### src/rtl/bcd_pkg.sv
// Shared widths, FSM state encoding and the double-dabble nibble correction
// for the BCD converter arbiter.
package bcd_pkg;

    localparam int unsigned N_REQ   = 4;
    localparam int unsigned BIN_W   = 14;
    localparam int unsigned BCD_W   = 16;
    localparam int unsigned MAX_VAL = 9999;
    localparam int unsigned N_ITER  = 14;
    localparam int unsigned PTR_W   = 2;
    localparam int unsigned CNT_W   = 4;

    typedef enum logic [1:0] {
        S_IDLE,
        S_LAUNCH,
        S_WAIT,
        S_DELIVER
    } state_e;

    // Pre-shift correction: a digit of 5 or more would overflow 9 once doubled.
    function automatic logic [3:0] add3(input logic [3:0] nib);
        return (nib >= 4'd5) ? 4'(nib + 4'd3) : nib;
    endfunction

endpackage

### src/rtl/bcd_convert_arbiter_core.sv
// Sequential shift-and-add-3 converter: one correction+shift per cycle,
// N_ITER cycles per operand, single-cycle done pulse.
module bcd_shift_core
    import bcd_pkg::*;
(
    input  logic             clk,
    input  logic             rst,
    input  logic             start,
    input  logic [13:0]      bin,
    output logic             done,
    output logic [15:0]      bcd
);

    logic                  active_q, active_d;
    logic                  done_q, done_d;
    logic [CNT_W-1:0]      cnt_q, cnt_d;
    logic [BIN_W-1:0]      bin_q, bin_d;
    logic [BCD_W-1:0]      bcd_q, bcd_d;
    logic [BCD_W-1:0]      corr_c;
    logic [BCD_W+BIN_W-1:0] shifted_c;

    always_ff @(posedge clk) begin
        if (rst) begin
            active_q <= 1'b0;
            done_q   <= 1'b0;
            cnt_q    <= '0;
            bin_q    <= '0;
            bcd_q    <= '0;
        end else begin
            active_q <= active_d;
            done_q   <= done_d;
            cnt_q    <= cnt_d;
            bin_q    <= bin_d;
            bcd_q    <= bcd_d;
        end
    end

    always_comb begin
        active_d  = active_q;
        done_d    = 1'b0;
        cnt_d     = cnt_q;
        bin_d     = bin_q;
        bcd_d     = bcd_q;
        corr_c    = {add3(bcd_q[15:12]), add3(bcd_q[11:8]),
                     add3(bcd_q[7:4]),   add3(bcd_q[3:0])};
        shifted_c = {corr_c, bin_q} << 1;

        if (!active_q) begin
            // start while active is ignored by construction
            if (start) begin
                active_d = 1'b1;
                cnt_d    = '0;
                bin_d    = bin;
                bcd_d    = '0;
            end
        end else begin
            bcd_d = shifted_c[BCD_W+BIN_W-1:BIN_W];
            bin_d = shifted_c[BIN_W-1:0];
            if (cnt_q == CNT_W'(N_ITER - 1)) begin
                cnt_d    = '0;
                active_d = 1'b0;
                done_d   = 1'b1;
            end else begin
                cnt_d = CNT_W'(cnt_q + CNT_W'(1));
            end
        end
    end

    assign done = done_q;
    assign bcd  = bcd_q;

endmodule

### src/rtl/bcd_convert_arbiter.sv
// Round-robin arbiter sharing one sequential binary-to-BCD converter among
// four requesters; clamps operands above MAX_VAL and flags them with ovf.
module bcd_convert_arbiter
    import bcd_pkg::*;
(
    input  logic                     clk,
    input  logic                     rst,
    input  logic [N_REQ-1:0]         req,
    input  logic [N_REQ*BIN_W-1:0]   bin_in,
    output logic [N_REQ-1:0]         grant,
    output logic                     busy,
    output logic [N_REQ-1:0]         valid,
    output logic [BCD_W-1:0]         bcd_out,
    output logic                     ovf
);

    state_e              state_q, state_d;
    logic [PTR_W-1:0]    ptr_q, ptr_d;
    logic [PTR_W-1:0]    winner_q, winner_d;
    logic [N_REQ-1:0]    grant_q, grant_d;
    logic [N_REQ-1:0]    valid_q, valid_d;
    logic [BIN_W-1:0]    opnd_q, opnd_d;
    logic                ovf_next_q, ovf_next_d;
    logic [BCD_W-1:0]    bcd_out_q, bcd_out_d;
    logic                ovf_q, ovf_d;
    logic                busy_q, busy_d;

    logic                found_c;
    logic [PTR_W-1:0]    win_c;
    logic [PTR_W-1:0]    idx_c;
    logic [BIN_W-1:0]    slice_c;
    logic                start_c;
    logic                core_done;
    logic [BCD_W-1:0]    core_bcd;

    bcd_shift_core u_core (
        .clk   (clk),
        .rst   (rst),
        .start (start_c),
        .bin   (opnd_q),
        .done  (core_done),
        .bcd   (core_bcd)
    );

    always_ff @(posedge clk) begin
        if (rst) begin
            state_q    <= S_IDLE;
            ptr_q      <= '0;
            winner_q   <= '0;
            grant_q    <= '0;
            valid_q    <= '0;
            opnd_q     <= '0;
            ovf_next_q <= 1'b0;
            bcd_out_q  <= '0;
            ovf_q      <= 1'b0;
            busy_q     <= 1'b0;
        end else begin
            state_q    <= state_d;
            ptr_q      <= ptr_d;
            winner_q   <= winner_d;
            grant_q    <= grant_d;
            valid_q    <= valid_d;
            opnd_q     <= opnd_d;
            ovf_next_q <= ovf_next_d;
            bcd_out_q  <= bcd_out_d;
            ovf_q      <= ovf_d;
            busy_q     <= busy_d;
        end
    end

    // First requesting index at or after ptr, wrapping modulo N_REQ.
    always_comb begin
        found_c = 1'b0;
        win_c   = ptr_q;
        idx_c   = ptr_q;
        for (int k = 0; k < N_REQ; k++) begin
            idx_c = PTR_W'(ptr_q + PTR_W'(k));
            if (!found_c && req[idx_c]) begin
                found_c = 1'b1;
                win_c   = idx_c;
            end
        end
        slice_c = bin_in[win_c*BIN_W +: BIN_W];
    end

    always_comb begin
        state_d    = state_q;
        ptr_d      = ptr_q;
        winner_d   = winner_q;
        grant_d    = grant_q;
        valid_d    = '0;
        opnd_d     = opnd_q;
        ovf_next_d = ovf_next_q;
        bcd_out_d  = bcd_out_q;
        ovf_d      = ovf_q;
        start_c    = 1'b0;

        case (state_q)
            S_IDLE: begin
                if (found_c) begin
                    grant_d    = N_REQ'(1) << win_c;
                    winner_d   = win_c;
                    ovf_next_d = (slice_c > BIN_W'(MAX_VAL));
                    opnd_d     = ovf_next_d ? BIN_W'(MAX_VAL) : slice_c;
                    state_d    = S_LAUNCH;
                end
            end
            S_LAUNCH: begin
                start_c = 1'b1;
                state_d = S_WAIT;
            end
            S_WAIT: begin
                if (core_done) begin
                    valid_d   = grant_q;
                    bcd_out_d = core_bcd;
                    ovf_d     = ovf_next_q;
                    ptr_d     = PTR_W'(winner_q + PTR_W'(1));
                    state_d   = S_DELIVER;
                end
            end
            S_DELIVER: begin
                grant_d = '0;
                state_d = S_IDLE;
            end
            default: state_d = S_IDLE;
        endcase

        busy_d = (state_d != S_IDLE);
    end

    assign grant   = grant_q;
    assign busy    = busy_q;
    assign valid   = valid_q;
    assign bcd_out = bcd_out_q;
    assign ovf     = ovf_q;

endmodule

### config.mk
export PLATFORM = sky130hd
export DESIGN_NAME = bcd_convert_arbiter
export DESIGN_NICKNAME = d
export VERILOG_FILES = /design/src/rtl/bcd_pkg.sv /design/src/rtl/bcd_convert_arbiter_core.sv /design/src/rtl/bcd_convert_arbiter.sv
export SDC_FILE = /design/constraint.sdc
export NUM_CORES = 1
export LEC_CHECK = 0
export CORE_MARGIN = 1
export CORE_UTILIZATION = 51
export DETAILED_ROUTE_END_ITERATION = 10
export PLACE_DENSITY = 0.91
export SLEW_MARGIN = 20
export SYNTH_ARGS = -nofsm -noshare
export SYNTH_HDL_FRONTEND = slang
export SYNTH_SLANG_ARGS = --single-unit
export TNS_END_PERCENT = 100
### constraint.sdc
create_clock -name clk -period 3.05 [get_ports clk]
set_input_delay 0.61 -clock clk [delete_from_list [all_inputs] [get_ports clk]]
set_output_delay 0.61 -clock clk [all_outputs]
set_load 0.01 [all_outputs]
==> results of run 1 <==
registers in the layout, indices dropped and copies added, names as in the netlist:
name,flops
u_core.bcd,16
bcd_out,16
u_core.active_q,1
opnd_q,14
state_q,2
busy,1
valid,4
ovf_next_q,1
u_core.bin_q,14
ptr_q,2
winner_q,2
grant,4
u_core.done,1
u_core.cnt_q,4
ovf,1
power by group through the flow:
stage	clock (mW)	sequential (mW)	combinational [mW]
5_1_grt	0.840	1.35	1.15
2_1_floorplan	0	1.31	0.704
6_report	0.791	1.33	1.05
4_1_cts	0.797	1.33	1.04
3_5_place_dp	0	1.35	1.01
3_3_place_gp	0	1.35	0.960
worst paths after layout:
check,from,end,slack (ps)
max,req[0],opnd_q[1],200
max reg2reg,ptr_q[0],opnd_q[1],590
min,bcd_out[9],bcd_out[9],460
min reg2reg,bcd_out[9],bcd_out[9],460
synthesized netlist by cell type (all sizes together) (5+ instances only):
master / count / area (um2)
nor3: 19 / 95.09
nor2b: 6 / 45.04
nand2b: 11 / 68.82
clkbuf: 24 / 90.09
a21oi: 70 / 354.1
xnor2: 5 / 43.79
mux2i: 47 / 470.5
ha: 15 / 187.7
a211oi: 11 / 82.58
nor2: 69 / 259.0
o21ai: 18 / 90.08
nand3b: 7 / 52.55
nor3b: 9 / 67.56
inv: 14 / 52.55
nand2: 55 / 209.0
buf: 9 / 75.06
nand3: 5 / 25.02
dfxtp: 83 / 1662
logic make-up after synthesis:
logic type | share of synthesized area, %
adder cells (fa/ha/maj) | 4.495
XOR/XNOR | 1.678
flip-flops | 39.80
AND/OR/NAND/NOR | 21.31
multiplexers | 11.54
AO/OA/AOI/OAI | 15.97
buffers and inverters | 5.214
through the flow:
step	hold WS [ps]	worst slack, ps	setup TNS [ps]	instance area, um2
detailed placement	447.8	-107.9	-584.3	5190
global route	486.4	56.99	0	5385
finish	456.3	195.7	0	5385
global placement	444.1	46.08	0	5190
floorplan	432.1	617.8	0	4175
CTS	459.8	236.2	0	5385
critical path, delay by kind of cell:
| family | cells | cell delay, ps |
|---|---|---|
| buffers and inverters | 3 | 860 |
| AOI/OAI and AO/OA | 4 | 1020 |
| and+or+nand+nor | 3 | 620 |
routing by layer:
metal	share of wire, %	wire length (um)
met1	40	4082
met2	52	5269
met3	3.6	361
met4	3.8	385
met5	0	0
cell type report:
type,count,area [um2],share of cell area [%]
clock inverters,4,50.05,0.9294
well taps,102,127.6,2.370
multi-input cells,376,2296,42.63
repair buffers,110,1051,19.52
inverters,14,52.55,0.9758
flip-flops and latches,83,1663,30.88
clock buffers,12,145.1,2.695
==> results.sh, run 1 <==
export IMPL_cts_sinks=83
export IMPL_fillCellCount=575
export IMPL_worstSkewPairLatency_ps=360
export IMPL_maxCapViolCount=0
export IMPL_cts_hold_fix_buffers=0
export IMPL_yosys_most_used_dff="sky130_fd_sc_hd__dfxtp_1"
export IMPL_synth_lib_cells_used_distinct=44
export IMPL_initialDrtViolationCount=218
export IMPL_area_growth_synth_to_final_pct=28.98
export IMPL_outcome="finished, final reports clean"
export IMPL_final_common_cell="sky130_fd_sc_hd__clkdlybuf4s50_1"
export IMPL_setup_violations=0
export IMPL_syn_nets=583
export IMPL_cts_max_level=3
export IMPL_critPathSlowestCell="sky130_fd_sc_hd__o41ai_4"
export IMPL_number_of_enable_type_register_cells_in_the_synthesized_netlist=0
export IMPL_cp_data_required_time_ps=3320
export IMPL_syn_instance_count=506
export IMPL_worst_slew_pin_transition_ps=807.7
export IMPL_boundaryPins=88
export IMPL_ctsLongestPathBuffers=2
export IMPL_num_vias=3907
export IMPL_setup_worst_path_class="primary input to flop"
export IMPL_clk_pin_slew_ps=90
export IMPL_cp_data_arrival_time_ps=3120
export IMPL_mostFrequentLayoutCells="sky130_fd_sc_hd__clkdlybuf4s50_1 (86), sky130_fd_sc_hd__dfxtp_1 (82), sky130_fd_sc_hd__nor2_1 (69), sky130_fd_sc_hd__a21oi_1 (69), sky130_fd_sc_hd__nand2_1 (54)"
export IMPL_row_count=32
export IMPL_cts_setup_buffers=0
export IMPL_cellLeakagePower_nw=1.987
export IMPL_die_width_um=92.48
export IMPL_die_height_um=92.48
export IMPL_synthesis_area_per_instance_um2=8.251
export IMPL_final_estimated_routing_congestion_in_global_placement=0.8170
export IMPL_critPathMaxStageDelay_ps=500
export IMPL_worst_r2r_path_depth=9
export IMPL_min_period_over_period_pct=93.58
export IMPL_p_switching_mw=1.100
export IMPL_tritoncts="yes"
export IMPL_post_route_utilization_pct=68.97
export IMPL_grt_util_met3_pct=3.612
export IMPL_swShare_pct=34.70
export IMPL_hold_class="flop to flop"
export IMPL_global_route_peak_usage_layer="met2"
export IMPL_grt_antenna_before_repair=0
export IMPL_worst_hold_depth=2
export IMPL_postRouteWirelength_um=10100
export IMPL_global_route_congestion_overflow_total=0
export IMPL_final_cell_count_no_fill=701
export IMPL_critPathMostFrequentCell="sky130_fd_sc_hd__buf_4"
export IMPL_num_nets_final=671
export IMPL_mappedNetlistArea_um2=4175
export IMPL_avgViaCountPerCell=5.573
export IMPL_port_buffer_count=87
export IMPL_max_slew_margin_pct=46.15
export IMPL_detail_route_wl_per_cell_um=14.41
export IMPL_internal_power_mw=2.071
export IMPL_cts_repair_resized=0
export IMPL_met1_track_demand_over_resource_in_global_routing_pct=27.08
export IMPL_p_clk_share_pct=25.0
export IMPL_timing_critical_path_from_type="primary input"
export IMPL_crit_path_cell_trace="clkdlybuf4s50_1 > nor2b_4 > o41ai_4 > buf_4 > a21oi_1 > a22o_1 > buf_4 > nor3_1 > nand2_1 > a211oi_1"
export IMPL_num_antenna_cells=0
export IMPL_pwr_share_seq_pct=42.0
export IMPL_ys_seq_elements=83
export IMPL_worstPathMaxFanout=6
export IMPL_fin_skew_ps=11.48
export IMPL_vdd_ir_drop_worst_uv=328.5
export IMPL_cts_root_buf="sky130_fd_sc_hd__clkbuf_8"
export IMPL_synth_yosys_seq_area_share_pct=39.80
export IMPL_tritoncts_num_buffers=9
export IMPL_p_total_mw=3.171
export IMPL_grt_util_met2_pct=45.93
export IMPL_first_global_vias=4006
export IMPL_overall_die_area_um2=8553
export IMPL_drive_above_1_share_pct=7.513
export IMPL_async_flop_share_pct=0
export IMPL_ys_warnings_count=0
export IMPL_wire_length_of_the_first_global_routing_pass_um=17250
export IMPL_timing_final_max_slew_violations=0
export IMPL_comb_power_share_pct=33.0
export IMPL_setup_worst_path_end_class="flop"
export IMPL_detailedRoute_firstPassIterationCount=4
export IMPL_rsz0062_at_grt="no"
export IMPL_grt_start_max_net_pins=39
export IMPL_remaining_drc_errors=0
export IMPL_dp_final_hpwl_um=7270
export IMPL_drt_antenna_violating_nets=0
export IMPL_fmaxAchievable_mhz=350.3
export IMPL_floorplan_core_area_um2=7807
export IMPL_cellPowerDensity_nw_per_um2=588.8
export IMPL_period_needed_ps=2854
export IMPL_start_util_pct=53.48
export IMPL_timing_final_hold_violations=0
export IMPL_placedCellCount=685
export IMPL_globalRouteTotalUtil_pct=24.93
No activity file was read; power rests on OpenSTA's default activity.
==> run 2, diff against run 1 <==
Settings changed: CORE_MARGIN 1 to 4.
==> results.sh, run 2 (synthesized netlist as in run 1, its figures left out) <==
export IMPL_num_antenna_cells=0
export IMPL_fin_skew_ps=9.953
export IMPL_worstPathBufferInverterCount=2
export IMPL_cts_repair_resized=0
export IMPL_cp_data_required_time_ps=3280
export IMPL_multi_input_comb_area_um2=2296
export IMPL_mostFrequentLayoutCells="sky130_fd_sc_hd__clkdlybuf4s50_1 (86), sky130_fd_sc_hd__dfxtp_1 (82), sky130_fd_sc_hd__nor2_1 (69), sky130_fd_sc_hd__a21oi_1 (69), sky130_fd_sc_hd__nand2_1 (54)"
export IMPL_num_nets_final=664
export IMPL_setup_worst_path_end_class="flop"
export IMPL_drt_antenna_violating_nets=0
export IMPL_timing_critical_path_from_type="primary input"
export IMPL_tritoncts_num_buffers=9
export IMPL_clk_pin_slew_ps=80
export IMPL_cts_sinks=83
export IMPL_first_global_vias=3803
export IMPL_globalRouteTotalUtil_pct=21.33
export IMPL_boundaryPins=88
export IMPL_wire_length_of_the_first_global_routing_pass_um=17200
export IMPL_grt_start_max_net_pins=57
export IMPL_die_height_um=98.48
export IMPL_remaining_drc_errors=0
export IMPL_port_buffer_count=87
export IMPL_critPathMaxStageDelay_ps=590
export IMPL_final_common_cell="sky130_fd_sc_hd__clkdlybuf4s50_1"
export IMPL_crit_path_cell_trace="clkdlybuf4s50_1 > nor2b_1 > o21ai_1 > o211a_1 > buf_12 > mux2i_1 > mux2i_1 > or4_1 > nand2_1 > a211oi_1"
export IMPL_global_route_congestion_overflow_total=0
export IMPL_vdd_ir_drop_worst_uv=337.8
export IMPL_maxCapViolCount=0
export IMPL_detail_route_wl_per_cell_um=14.98
export IMPL_ctsLongestPathBuffers=2
export IMPL_p_total_mw=3.115
export IMPL_floorplan_core_area_um2=7848
export IMPL_cts_root_buf="sky130_fd_sc_hd__clkbuf_8"
export IMPL_worstPathMaxFanout=21
export IMPL_dp_final_hpwl_um=7480
export IMPL_min_period_over_period_pct=94.19
export IMPL_cts_hold_fix_buffers=0
export IMPL_critPathSlowestCell="sky130_fd_sc_hd__or4_1"
export IMPL_final_estimated_routing_congestion_in_global_placement=0.7935
export IMPL_timing_final_hold_violations=0
export IMPL_dpl_instance_area_um2=5162
export IMPL_layout_area_seq_um2=1663
export IMPL_initialDrtViolationCount=215
export IMPL_min_delay_start="bcd_out[13]"
export IMPL_cp_data_arrival_time_ps=3100
export IMPL_max_slew_margin_pct=45.26
export IMPL_critPathMostFrequentCell="sky130_fd_sc_hd__mux2i_1"
export IMPL_worst_slew_pin_transition_ps=819.1
export IMPL_row_count=32
export IMPL_path_delay_family="simple AND/OR/NAND/NOR gates"
export IMPL_rsz0062_at_grt="no"
export IMPL_worstSkewPairLatency_ps=350
export IMPL_num_vias=3870
export IMPL_postRouteWirelength_um=10400
export IMPL_avgViaCountPerCell=5.576
export IMPL_timing_final_max_slew_violations=0
export IMPL_cts_setup_buffers=0
export IMPL_setup_worst_path_class="primary input to flop"
export IMPL_overall_die_area_um2=9698
export IMPL_start_util_pct=53.20
export IMPL_fmaxAchievable_mhz=348.1
export IMPL_crit_path_start="req[2]"
export IMPL_final_design_area_no_fill_um2=5350
export IMPL_cts_max_level=3
export IMPL_grt_antenna_before_repair=0
export IMPL_cellPowerDensity_nw_per_um2=582.2
export IMPL_hold_class="flop to flop"
export IMPL_cellLeakagePower_nw=1.961
export IMPL_tritoncts="yes"
export IMPL_period_needed_ps=2873
export IMPL_drive_above_1_share_pct=6.081
export IMPL_timing_rr_start="ptr_q[0]"
export IMPL_outcome="finished, final reports clean"
export IMPL_setup_violations=0
export IMPL_die_width_um=98.48
export IMPL_fillCellCount=596
export IMPL_area_growth_synth_to_final_pct=28.14
export IMPL_detailedRoute_firstPassIterationCount=5
-- run 2: path summary, 6_finish.rpt --
| path | endpoint | cells after the start | slack (ps) |
|---|---|---|---|
| worst min register to register | bcd_out[13] | 2 | 450 |
| worst max-delay path | opnd_q[2] | 10 | 180 |
| worst min-delay path | bcd_out[13] | 2 | 450 |
| worst max register to register | opnd_q[2] | 9 | 570 |
-- run 2: power breakdown --
part,switching (mW),internal [mW]
Clock,0.363,0.401
Sequential,0.120,1.22
Combinational,0.585,0.427
Total,1.07,2.05
-- run 2: layout make-up --
class	count	share of cell area, %
timing repair buffer	103	19.13
tap	102	2.385
clock buffer	14	2.853
multi-input combinational	376	42.91
inverter	14	0.9822
sequential	83	31.08
clock inverter	2	0.6548
-- run 2: stage by stage --
step / TNS (ps) / worst slack, ps / instances / hold WS (ps) / utilization, %
2_1_floorplan: 0 / 617.8 / 506 / 432.1 / -
3_3_place_gp: 0 / 41.55 / 678 / 445.3 / 65.78
3_5_place_dp: -1317 / -192.2 / 678 / 446.4 / 65.78
4_1_cts: 0 / 152.3 / 694 / 457.2 / 68.18
5_1_grt: 0 / 49.86 / 694 / 486.6 / 68.18
6_report: 0 / 177.2 / 694 / 455.0 / 68.18
-- run 2: layer usage --
layer	wire length (um)	global-route usage (%)	vias up
li1	-	-	1908
met1	4139	24.05	1831
met2	5607	40.46	109
met3	433	3.539	22
met4	218	7.038	0
met5	0	0	-
-- run 2: worst register-to-register path: cells and delay by family, from the launching register on --
| kind | cells | cell delay [ps] |
|---|---|---|
| mux | 2 | 340 |
| simple gates | 3 | 890 |
| compound gates | 3 | 510 |
| flops | 1 | 420 |
| buf+inv | 1 | 180 |
==> run 3, diff against run 2 <==
Settings changed: CORE_UTILIZATION 51 to 50, PLACE_DENSITY 0.91 to 0.9, SLEW_MARGIN 20 to default.
==> results.sh, run 3 (synthesized netlist as in run 1, its figures left out) <==
export IMPL_num_antenna_cells=0
export IMPL_setup_reg_to_reg_worst_slack_ps=620
export IMPL_boundaryPins=88
export IMPL_num_nets_final=665
export IMPL_drt_antenna_violating_nets=0
export IMPL_cp_data_arrival_time_ps=3050
export IMPL_min_period_over_period_pct=92.34
export IMPL_floorplan_core_area_um2=8175
export IMPL_met1_track_demand_over_resource_in_global_routing_pct=22.52
export IMPL_period_needed_ps=2816
export IMPL_die_width_um=99.38
export IMPL_num_vias=3882
export IMPL_avgViaCountPerCell=5.562
export IMPL_timing_critical_path_to="opnd_q[3]"
export IMPL_detailedRoute_firstPassIterationCount=5
export IMPL_timing_final_hold_violations=0
export IMPL_worst_r2r_path_depth=9
export IMPL_final_design_area_no_fill_um2=5369
export IMPL_fillCellCount=633
export IMPL_overall_die_area_um2=9876
export IMPL_setup_worst_path_end_class="flop"
export IMPL_globalRouteTotalUtil_pct=20.36
export IMPL_worstSkewPairLatency_ps=350
export IMPL_maxCapViolCount=0
export IMPL_initialDrtViolationCount=193
export IMPL_worst_slew_pin_transition_ps=758.5
export IMPL_start_util_pct=51.07
export IMPL_postRouteWirelength_um=10180
export IMPL_fin_skew_ps=10.24
export IMPL_drive_above_1_share_pct=6.577
export IMPL_cellLeakagePower_nw=1.963
export IMPL_crit_path_start="req[3]"
export IMPL_dpl_instance_area_um2=5174
export IMPL_row_count=33
export IMPL_final_common_cell="sky130_fd_sc_hd__clkdlybuf4s50_1"
export IMPL_vdd_ir_drop_worst_uv=297.8
export IMPL_fmaxAchievable_mhz=355.1
export IMPL_first_global_vias=3748
export IMPL_cts_root_buf="sky130_fd_sc_hd__clkbuf_8"
export IMPL_cts_sinks=83
export IMPL_detail_route_wl_per_cell_um=14.58
export IMPL_setup_violations=0
export IMPL_rsz0062_at_grt="no"
export IMPL_cts_max_level=3
export IMPL_grt_util_met3_pct=3.366
export IMPL_grt_start_max_net_pins=49
export IMPL_mostFrequentLayoutCells="sky130_fd_sc_hd__clkdlybuf4s50_1 (86), sky130_fd_sc_hd__dfxtp_1 (82), sky130_fd_sc_hd__nor2_1 (69), sky130_fd_sc_hd__a21oi_1 (69), sky130_fd_sc_hd__nand2_1 (54)"
export IMPL_port_buffer_count=87
export IMPL_timing_critical_path_from_type="primary input"
export IMPL_cp_data_required_time_ps=3280
export IMPL_clk_pin_slew_ps=80
export IMPL_die_height_um=99.38
export IMPL_worstPathMaxFanout=21
export IMPL_final_estimated_routing_congestion_in_global_placement=0.7607
export IMPL_cellPowerDensity_nw_per_um2=582.7
export IMPL_timing_rr_start="ptr_q[0]"
export IMPL_ctsLongestPathBuffers=2
export IMPL_setup_worst_path_class="primary input to flop"
export IMPL_tritoncts="yes"
export IMPL_hold_class="flop to flop"
export IMPL_max_slew_margin_pct=49.31
export IMPL_wire_length_of_the_first_global_routing_pass_um=16610
export IMPL_cts_repair_resized=0
export IMPL_cts_hold_fix_buffers=0
export IMPL_tritoncts_num_buffers=9
export IMPL_remaining_drc_errors=0
export IMPL_regToRegEndpoint="opnd_q[3]"
export IMPL_timing_final_max_slew_violations=0
export IMPL_grt_util_met2_pct=38.48
export IMPL_global_route_peak_usage_layer="met2"
export IMPL_global_route_congestion_overflow_total=0
export IMPL_area_growth_synth_to_final_pct=28.59
export IMPL_cts_setup_buffers=0
export IMPL_grt_antenna_before_repair=0
export IMPL_dp_final_hpwl_um=7483
export IMPL_post_route_utilization_pct=65.67
export IMPL_outcome="finished, final reports clean"
[run 3: cell types whose count changed in the layout (fill, tap and decap cells not counted)]
cell	before	now
sky130_fd_sc_hd__clkinvlp_4	0	2
sky130_fd_sc_hd__o21ai_0	12	13
sky130_fd_sc_hd__o21ai_1	6	5
sky130_fd_sc_hd__clkbuf_1	4	2
sky130_fd_sc_hd__buf_4	13	14
[run 3: worst min path at each step]
stage | from | endpoint | slack (ps) | cells past startpoint
after detailed placement | bcd_out[14] | bcd_out[14] | 450 | 2
after CTS | bcd_out[14] | bcd_out[14] | 460 | 2
after global routing | bcd_out[3] | bcd_out[3] | 480 | 2
after global placement | bcd_out[13] | bcd_out[13] | 440 | 2
after floorplan | ovf_next_q | ovf | 430 | 2
final | bcd_out[3] | bcd_out[3] | 460 | 2
[run 3: routing by layer]
layer | wire length, um | vias up
met5 | 0 | -
met4 | 231 | 0
met3 | 456 | 25
met2 | 5609 | 125
met1 | 3881 | 1827
li1 | - | 1905
[run 3: worst max-delay path: stages]
cell and delay [ps]:
sky130_fd_sc_hd__clkdlybuf4s50_1 580, sky130_fd_sc_hd__nor2b_1 90, sky130_fd_sc_hd__o21ai_1 140, sky130_fd_sc_hd__o211a_1 230
sky130_fd_sc_hd__buf_12 190, sky130_fd_sc_hd__mux2i_1 220, sky130_fd_sc_hd__mux2i_1 120, sky130_fd_sc_hd__or4_1 570
sky130_fd_sc_hd__nand2_1 190, sky130_fd_sc_hd__a211oi_1 90
[run 3: area by class of cell]
| class | count | area (um2) | area share (%) |
|---|---|---|---|
| Multi-Input combinational cell | 376 | 2296 | 42.76 |
| Sequential cell | 83 | 1663 | 30.97 |
| Timing Repair Buffer | 104 | 1031 | 19.20 |
| Clock buffer | 12 | 145.1 | 2.703 |
| Tap cell | 105 | 131.4 | 2.447 |
| Inverter | 14 | 52.55 | 0.9788 |
| Clock inverter | 4 | 50.05 | 0.9322 |
[run 3: where the power goes]
group | total (mW) | switching (mW) | internal (mW)
Combinational | 1.00 | 0.567 | 0.437
Clock | 0.785 | 0.384 | 0.400
Sequential | 1.34 | 0.123 | 1.22
Total | 3.13 | 1.07 | 2.05
[run 3: stage by stage]
step	setup slack (ps)	power (mW)	std cells	hold slack, ps	TNS, ps
after detailed placement	-74.33	2.352	682	448.9	-504.3
after floorplan	617.8	2.009	506	432.1	0
final	233.7	3.129	698	457.8	0
after global routing	102.1	3.307	698	482.2	0
after CTS	288.1	3.126	698	459.8	0
after global placement	62.67	2.292	682	442.1	0
